## config.mk

```make
export PLATFORM = sky130hd
export DESIGN_NAME = store_narrow_unit
export DESIGN_NICKNAME = d
export VERILOG_FILES = /design/src/rtl/store_narrow_unit.sv
export SDC_FILE = /design/constraint.sdc
export NUM_CORES = 1
export LEC_CHECK = 0
export CORE_MARGIN = 1.5
export CORE_UTILIZATION = 50
export CTS_CLUSTER_SIZE = 25
export DETAILED_ROUTE_END_ITERATION = 6
export GPL_TIMING_DRIVEN = 0
export PLACE_DENSITY = 0.84
export REMOVE_ABC_BUFFERS = 1
export SETUP_SLACK_MARGIN = 0.5
export SLEW_MARGIN = 10
export SYNTH_ARGS = -nofsm -noshare
export SYNTH_HDL_FRONTEND = slang
export SYNTH_SLANG_ARGS = --single-unit
```

## constraint.sdc

```tcl
create_clock -name clk -period 3.7 [get_ports clk]
set_input_delay 0.37 -clock clk [delete_from_list [all_inputs] [get_ports clk]]
set_output_delay 0.37 -clock clk [all_outputs]
set_load 0.02 [all_outputs]
```

## src/rtl/store_narrow_unit.sv

```systemverilog
// store_narrow_unit: narrows a register value to byte/half/word and writes it one byte per handshake.
// Truncation loss and misaligned or illegal-size requests are reported with the done pulse.
module store_narrow_unit #(
  parameter int ADDR_W     = 32,
  parameter bit BIG_ENDIAN = 1'b1
) (
  input  logic              clk,
  input  logic              rst_n,
  input  logic              i_req_valid,
  output logic              o_req_ready,
  input  logic [ADDR_W-1:0] i_req_addr,
  input  logic [31:0]       i_req_data,
  input  logic [1:0]        i_req_size,
  output logic              o_mem_wr_en,
  output logic [ADDR_W-1:0] o_mem_addr,
  output logic [7:0]        o_mem_wdata,
  input  logic              i_mem_ack,
  output logic              o_busy,
  output logic              o_done,
  output logic              o_err_align,
  output logic              o_trunc
);
  typedef enum logic [1:0] {IDLE, WRITE, DONE} state_t;
  state_t            r_state, w_next;
  logic [ADDR_W-1:0] r_base;
  logic [31:0]       r_data;
  logic [1:0]        r_last, r_idx, w_last, w_sel;
  logic              r_trunc, r_err, w_err, w_trunc, w_accept, w_wr;
  always_comb begin
    w_accept = i_req_valid && r_state == IDLE;
    w_err    = i_req_size == 2'b11 || (i_req_size == 2'b01 && i_req_addr[0]) ||
               (i_req_size == 2'b10 && i_req_addr[1:0] != 2'b00);
    w_trunc  = i_req_size == 2'b00 ? i_req_data[31:8] != {24{i_req_data[7]}} :
               i_req_size == 2'b01 ? i_req_data[31:16] != {16{i_req_data[15]}} : 1'b0;
    w_last   = i_req_size == 2'b00 ? 2'd0 : i_req_size == 2'b01 ? 2'd1 : 2'd3;
    w_next   = r_state == IDLE  ? (i_req_valid ? (w_err ? DONE : WRITE) : IDLE) :
               r_state == WRITE ? (i_mem_ack && r_idx == r_last ? DONE : WRITE) : IDLE;
  end
  always_ff @(posedge clk) begin
    if (!rst_n) begin
      r_state <= IDLE;
      r_base  <= '0;
      r_data  <= '0;
      r_last  <= '0;
      r_idx   <= '0;
      r_trunc <= 1'b0;
      r_err   <= 1'b0;
    end else begin
      r_state <= w_next;
      if (w_accept) begin
        r_base  <= i_req_addr;
        r_data  <= i_req_data;
        r_last  <= w_last;
        r_idx   <= '0;
        r_trunc <= w_trunc;
        r_err   <= w_err;
      end else if (r_state == WRITE && i_mem_ack && r_idx != r_last)
        r_idx <= r_idx + 2'd1;
    end
  end
  // Big-endian walks the narrowed value from its most significant byte down.
  always_comb begin
    w_wr        = r_state == WRITE;
    w_sel       = BIG_ENDIAN ? r_last - r_idx : r_idx;
    o_req_ready = r_state == IDLE;
    o_busy      = r_state != IDLE;
    o_done      = r_state == DONE;
    o_err_align = o_done && r_err;
    o_trunc     = o_done && r_trunc;
    o_mem_wr_en = w_wr;
    o_mem_addr  = w_wr ? r_base + ADDR_W'(r_idx) : '0;
    o_mem_wdata = w_wr ? r_data[{w_sel, 3'b000} +: 8] : 8'h00;
  end
endmodule

```

Word level (Yosys, flattened, before mapping)
Cells that the tools add are included.
- logic and storage cells: 47
- output and inout bits: 46
- register bits: 72
- reduce and logical (&&, ||, !) cells: 15
- bitwise gates (word level): 1
- muxes and demuxes: 11
- add/subtract/negate cells: 3
- shifts and indexed selects: 1
- equality and inequality tests: 9
- operator list (kind ; count):
    adder 32 x 2 -> 32 bit ; 1
    2-to-1 mux 32 bit ; 1
    variable part select 32 x 6 -> 8 bit ; 1
    != test 24 bit ; 1
    != test 16 bit ; 1
    2-to-1 mux 2 bit ; 7
    logical AND 1 bit ; 8
    2-to-1 mux 8 bit ; 1
    == test 2 bit, second input constant ; 3
    == test 2 x 1 -> 1 bit, second input constant ; 2
    zero test 2 bit ; 2
    nonzero test 2 bit ; 2
    adder 2 x 1 -> 2 bit, second input constant ; 1
    == test 2 bit ; 1
    logical OR 1 bit ; 2
    2-to-1 mux 1 bit ; 2
    != test 2 bit ; 1
    OR reduction 2 bit ; 1
    subtractor 2 bit ; 1
    inverter 1 bit ; 1

Depth between registers and ports, before layout
- depth after elaboration: 7
- mapped depth: 7
- mapped depth without buffers: 6

Worst setup path before layout
OpenSTA, ideal clock, no wires.
- path kind: register to output
- start point: register r_base[10]
- end point: output port o_mem_addr[29]
- slack: 1.271 ns
- required time: 3.330 ns
- arrival time: 2.059 ns
- stages on the path, launching flop included: 6
- cells stage by stage: dfxtp_1 nand4_2 or4_1 buf_2 or4_1 a21oi_1
- cells in the longest elaborated chain, start to end: 2
- RTL lines (element ; line ; text):
    from (decl) ; 25 ; logic [ADDR_W-1:0] r_base;
    from (signal assigned) ; 51 ; r_base <= i_req_addr;
    adder 32 x 2 -> 32 bit ; 71 ; o_mem_addr = w_wr ? r_base + ADDR_W'(r_idx) : '0;
    2-to-1 mux 32 bit ; 71 ;
    to (decl) ; 15 ; output logic [ADDR_W-1:0] o_mem_addr,
Every way passes these cells.

Worst setup path after layout
- start point: register r_idx[1]
- end point: output port o_mem_addr[11]
- cells in the longest elaborated chain, start to end: 2
- RTL lines (element ; line ; text):
    from (decl) ; 27 ; logic [1:0] r_last, r_idx, w_last, w_sel;
    from (signal assigned) ; 58 ; r_idx <= r_idx + 2'd1;
    adder 32 x 2 -> 32 bit ; 71 ;
    2-to-1 mux 32 bit ; 71 ;
Every way passes these cells.

==> Flow_metrics.wiki <==
{| class="wikitable"
! Metric !! Value
|-
| Status || completed
|-
| Signed area change from the synthesized netlist to the final layout || 38.21%
|-
| TritonCTS clock tree || done
|-
| Overflow left after global routing || 0
|-
| Slowest library cell on the worst path || sky130_fd_sc_hd__clkdlybuf4s50_1
|-
| Starting density of the core || between 50 and 60%
|-
| WP data arrival || about 2.7 ns
|-
| R2R Path End || r_data[29]$_SDFFE_PN0P_
|-
| Clock H-tree levels || 3
|-
| Total DRC errors in the routed layout || 0
|-
| Hold Crit Class || reg -> reg
|-
| Number of sinks driven by the clock tree || ~70
|-
| Number of cells traversed by the worst hold path || 2
|-
| Hold-fix buffers at CTS || 0
|-
| DRT Pass-1 Iters || 4
|-
| Pin slew with the least headroom to its limit || 0.6210 ns
|-
| DIE WIDTH || a little over 90 microns
|-
| Worst-case register-to-register setup slack || about 1.9 ns
|-
| Delay of the slowest cell on the worst path || 0.64 ns
|-
| Worst hold slack || roughly 0.45 ns
|-
| Min-delay src || r_data[17]$_SDFFE_PN0P_
|-
| Worst setup timing slack at the placement stage || between 0.4 and 0.5 ns
|-
| Total number of placement rows || 32
|-
| Critical path data required time || between 3 and 4 ns
|-
| Leakage power figure || 2.106 nW
|-
| Highest achievable clock rate || about 320 MHz
|-
| Root buf cell || sky130_fd_sc_hd__clkbuf_8
|-
| Fraction of synthesis flops using an asynchronous set or reset pin || 0%
|-
| Number of vias per cell after detailed routing || approximately 5.6
|-
| Worst relative slew slack || roughly three fifths
|-
| Number of antenna violations at the first check in global routing || 0
|-
| Floorplan core area || ~7700 sq um
|-
| Tmin final || 3.102 ns
|-
| Post-route antenna net violation count || 0
|-
| Instance count of the mapped netlist || a little over 500
|-
| Max Fanout on Critical Path || 12
|-
| Start-to-end type of the worst setup path || reg -> out
|-
| R2R depth || 6
|-
| Power per cell area || 338.9 nW/um^2
|-
| Endpoint kind of the worst setup timing path || primary output
|-
| Post-layout nets || 694
|-
| Clock Path Buffers || 2
|-
| Port buffer count || ~120
|-
| Via count || about 4100
|-
| Final worst setup slack || 0.5978 ns
|-
| Number of endpoints with negative hold slack in the final report || 0
|-
| WL final || about 10000 microns
|-
| Netlist area before placement || 3975 sq um
|-
| Average cell area after synthesis || 7.689 sq um
|-
| GPL Wtd Cong || a little under 0.9
|-
| Height of the chip || 92.17 microns
|-
| Post-synthesis register bit count || 72
|-
| Accumulated negative setup slack || 0 ns
|-
| Worst setup SP type || flip-flop
|-
| Global-route total usage across every layer || between 20% and 30%
|-
| First-pass GRT wire length || about 17000 microns
|-
| Clock latency of the later-clocked register in the worst-skew pair || roughly 0.35 ns
|-
| Warnings, synthesis || 0
|-
| Fillcell total || between 600 and 700
|-
| Number of placed I/O pins || ~120
|-
| Number of synthesized flops with an enable pin || 0
|-
| Proportion of synthesized chip area in sequential cells || between 30% and 40%
|-
| Via count of the first global-routing pass || approximately 3700
|-
| Worst R2R Start || r_state[0]$_SDFF_PN0_
|-
| Clock-pin slew reported for the worst setup and hold paths after clock tree synthesis || 0.08 ns
|-
| Largest voltage drop on the vdd net || between 0.0002 and 0.00025 V
|-
| Sum of net half-perimeters after detailed placement || around 7400 microns
|-
| Max-slew violation count || 0
|-
| Worst clock skew || roughly 0.0074 ns
|-
| Top flip-flop cell by instance count after synthesis || sky130_fd_sc_hd__dfxtp_1
|-
| Antenna fix cells || 0
|-
| Die Area || roughly 8500 sq um
|-
| Portion of the clock cycle consumed by the worst path in the final layout || between 80 and 90%
|-
| Endpoints failing setup || 0
|-
| Ratio of cells with drive above 1 in the final layout || just over 6%
|-
| Sink of the worst hold path || r_data[17]$_SDFFE_PN0P_
|-
| Number of buffers added by the clock tree synthesis step || 9
|-
| Worst-path cell chain || ha_1 -> a21o_2 -> nand3_4 -> or4_1 -> a21oi_1 -> clkdlybuf4s50_1
|-
| Number of distinct standard cells referenced by the synthesized netlist || 43
|-
| Largest net degree at the start of global routing || between 40 and 50
|-
| Setup repair after global routing missed its margin || no
|-
| Routed wire length per instance || roughly 14 microns
|-
| Number of DRC markers in iteration 0 || ~300
|-
| Reported max-cap violation count || 0
|}
-- registers in the layout, summed over array words and instances (netlist names) --
name / count
r_err: 1
r_base: 32
r_data: 32
r_idx: 2
r_state: 2
r_trunc: 1
r_last: 2
-- metal layers --
| metal | part of all wire (%) | vias to the layer above | wire length, microns | GRT usage, % |
|---|---|---|---|---|
| li1 | - | 2038 | - | - |
| met1 | 45 | 1886 | 4719 | 30.02 |
| met2 | 47 | 145 | 4954 | 42.28 |
| met3 | 6.3 | 12 | 660 | 5.638 |
| met4 | 1.3 | 0 | 131 | 7.821 |
| met5 | 0 | - | 0 | 0 |
-- cells in the final DEF, fill, tap and decap left out, drive strengths merged, types with 2 or more instances in the layout --
cell,n
mux2i,18
nor3,3
nand4,17
dlymetal6s2s,6
a21boi,67
nand3,14
nand2,146
ha,3
nor2,16
nor4,8
clkdlybuf4s50,100
o21a,2
buf,9
o22ai,9
dfxtp,72
clkinv,3
or4,17
inv,10
and4,4
o21ai,5
nand2b,2
and3,2
o31ai,15
dlygate4sd2,8
nor2b,2
xnor2,10
xor2,5
clkbuf,11
and2,5
or3,4
a21oi,21
-- repair_timing --
| item | 4_1_cts | 5_1_grt |
|---|---|---|
| resized for setup | 16 | 9 |
| buffers inserted | 1 | 0 |
| endpoints found under the setup margin | 28 | 16 |
| pin swaps | 1 | 0 |
| cloned | 0 | 1 |
-- metrics by stage --
step                power [mW]  std cells  utilization [%]  cell area, sq um
global placement         1.244        702            66.27              5121
CTS                      1.866        725            70.58              5454
finish                   1.862        726            71.10              5494
global route             1.946        726            71.10              5494
floorplan                1.077        485                -              3842
detailed placement       1.260        709            67.45              5213
-- cell type report --
cell class              count  area [sq um]  area share [%]
clock buffers              11         141.4           2.573
clock inverters             4         45.04          0.8199
inverters                  10         37.54          0.6832
multi-input cells         404          2441           44.43
flip-flops and latches     72          1441           26.24
well taps                 102         127.6           2.323
repair buffers            123          1260           22.93
-- worst max path at each step --
stage,endpoint,startpoint,cells after the start
after detailed placement,o_mem_addr[31],r_idx[1]$_SDFFE_PP0P_,6
after CTS,o_mem_addr[31],r_base[10]$_SDFFE_PN0P_,5
after global routing,o_mem_addr[18],r_idx[0]$_SDFFE_PP0P_,7
after floorplan,r_trunc$_SDFFE_PN0P_,r_state[0]$_SDFF_PN0_,4
final,o_mem_addr[11],r_idx[1]$_SDFFE_PP0P_,6
after global placement,r_base[18]$_SDFFE_PN0P_,i_req_valid,4
-- cells in the mapped netlist (10+ instances only) --
library cell               count  share of area (%)
sky130_fd_sc_hd__mux2i_1      18                4.5
sky130_fd_sc_hd__nor2_1       16                1.5
sky130_fd_sc_hd__clkbuf_1     28                2.6
sky130_fd_sc_hd__nand2_1     146                 14
sky130_fd_sc_hd__nand3_1      13                1.6
sky130_fd_sc_hd__o31ai_1      15                2.8
sky130_fd_sc_hd__a21oi_1      21                2.6
sky130_fd_sc_hd__dfxtp_1      72                 36
sky130_fd_sc_hd__or4_1        17                3.2
sky130_fd_sc_hd__a21boi_1     67                 13
sky130_fd_sc_hd__xnor2_1      10                2.2
sky130_fd_sc_hd__nand4_1      16                2.5
-- worst max-delay path, delay by kind of cell (launching register included) --
kind / cells / cell delay [ns]
fa+ha+maj: 1 / 0.31
flops: 1 / 0.40
buf+inv: 1 / 0.64
simple gates: 2 / 0.63
compound gates: 2 / 0.41
-- cells by family after synthesis --
group                      share of synthesized area, %
adders and majority gates                         1.448
DFF                                               36.26
AOI/OAI and AO/OA                                 21.56
and+or+nand+nor                                   28.42
muxes                                             4.533
buffers and inverters                             4.280
xor gates and xnor gates                          3.494
-- power breakdown --
part / internal, mW / switching [mW] / leakage [nW]
sequential: 0.831 / 0.0513 / 0.592
clock: 0.323 / 0.289 / 0.0989
combinational: 0.185 / 0.183 / 1.42
Power figures use the tool's default switching activity.
==> RTL change: new RTL, config.mk and constraints unchanged <==
Re-encode `state_t` (3 states) as one-hot, 3 bits wide.
--- a/src/rtl/store_narrow_unit.sv
+++ b/src/rtl/store_narrow_unit.sv
@@ -20,7 +20,7 @@
   output logic              o_err_align,
   output logic              o_trunc
 );
-  typedef enum logic [1:0] {IDLE, WRITE, DONE} state_t;
+  typedef enum logic [2:0] {IDLE = 3'b001, WRITE = 3'b010, DONE = 3'b100} state_t;
   state_t            r_state, w_next;
   logic [ADDR_W-1:0] r_base;
   logic [31:0]       r_data;
Check against the original RTL: no difference found for any inputs over 10 cycles, from zero or initial values and one cycle with rst_n low; not proved beyond that.
==> RTL change against the unedited design <==
Wire length is 6.1% higher. Total power down 3.3%. Largest cell class unchanged. Final area up 3.1%. Highest routed layer unchanged. Combinational power is 12% lower. Register-to-register slack got worse by 0.30 ns. Setup slack worse by 0.046 ns. Sequential cell count is 1 higher. Area after synthesis grew 2.5%.
==> RTL change: results (changes against the unedited design) <==
| Metric | Value |
|---|---|
| Clk cell area share | `3.20% (-0.19 points)` |
| Seq/Total Area, Yosys | `35.9% (-0.38 points)` |
| Met1 Track Usage GR | `32.2% (+2.1 points)` |
| Combinational Power Share | `17.9% (-1.9 points)` |
| Comb_multi_in | `413 (+2.2%)` |
| First-pass DRT Iterations | `5 (+1)` |
| Crit path DAT | `2.78 ns (+0.05 ns)` |
| Routed wire per std cell | `15.0 um (+3.9%)` |
| M1 WL | `4.68 mm (-0.74%)` |
| Leak Pwr | `2.09 nW (-0.53%)` |
| Worst slew pin tran | `0.641 ns (+0.0198 ns)` |
| Floorplan die width | `93.3 um (+1.2%)` |
| VDD IR max | `0.000217 V (+3.3%)` |
| FF-to-FF Start | `r_state[1]` |
| Detailed-route via count | `4154 (+1.8%)` |
| Outcome | `complete, no violations` |
| # resized after CTS | `13 (-3)` |
| Internal Power | `1.29 mW (-3.9%)` |
| Inverters | `7 (-3)` |
| Setup crit end | `o_mem_addr[21]` |
| Placed cell area | `0.00532 mm2 (+2.0%)` |
| Util after Layout | `72.5% (+1.5 points)` |
| Share of cells above drive strength 1 | `8.61% (+2.5 points)` |
| Layout Cells excl Fill | `741 (+2.1%)` |
| Fillers | `608 (-2.9%)` |
| Reg2reg path depth | `4 (-2)` |
| Worst hold path class | `in -> reg` |
| Tot GR Track Use | `25.1% (+0.60 points)` |
| Met3 Wirelength | `859 um (+30%)` |
| FF+latch count, synth | `73 (+1.4%)` |
| Setup bufs post-CTS | `6 (+5)` |
| Post-Syn Instances | `527 (+1.9%)` |
| Placed cells | `715 (+0.85%)` |
| Routability cong. | `0.809 (-8.1%)` |
| Layout Nets | `708 (+2.0%)` |
| Top cells by area, synth | `dfxtp_1, nand2_1, a21boi_0` |
RTL change: cell count changes in the layout (fill, tap and decap cells not counted), moves of 6 or more:
cell      change
a21boi_0     +67
or4_1         -9
o31ai_1       -9
a21oi_1       -7
o21ai_0       +8
a21boi_1     -67
buf_4         +6
RTL change: logic make-up (layout without fill, tap and decap cells):
family | after synthesis | in the layout | synth area share [%]
and+or+nand+nor | 254 | 255 | 29.5
AOI/OAI and AO/OA | 118 | 118 | 20.4
adders and majority gates | 4 | 4 | 1.41
muxes | 20 | 20 | 4.92
DFF | 73 | 73 | 35.9
buffers and inverters | 42 | 153 | 4.27
xor gates and xnor gates | 16 | 16 | 3.63
RTL change: how the worst min path moves through the flow:
| stage | start | endpoint | cells after the start |
|---|---|---|---|
| after floorplan | r_err | r_err | 2 |
| after global placement | r_data[26] | r_data[26] | 2 |
| after detailed placement | r_err | r_err | 2 |
| after CTS | rst_n | r_data[19] | 2 |
| after global routing | rst_n | r_data[19] | 2 |
| final | rst_n | r_data[6] | 2 |
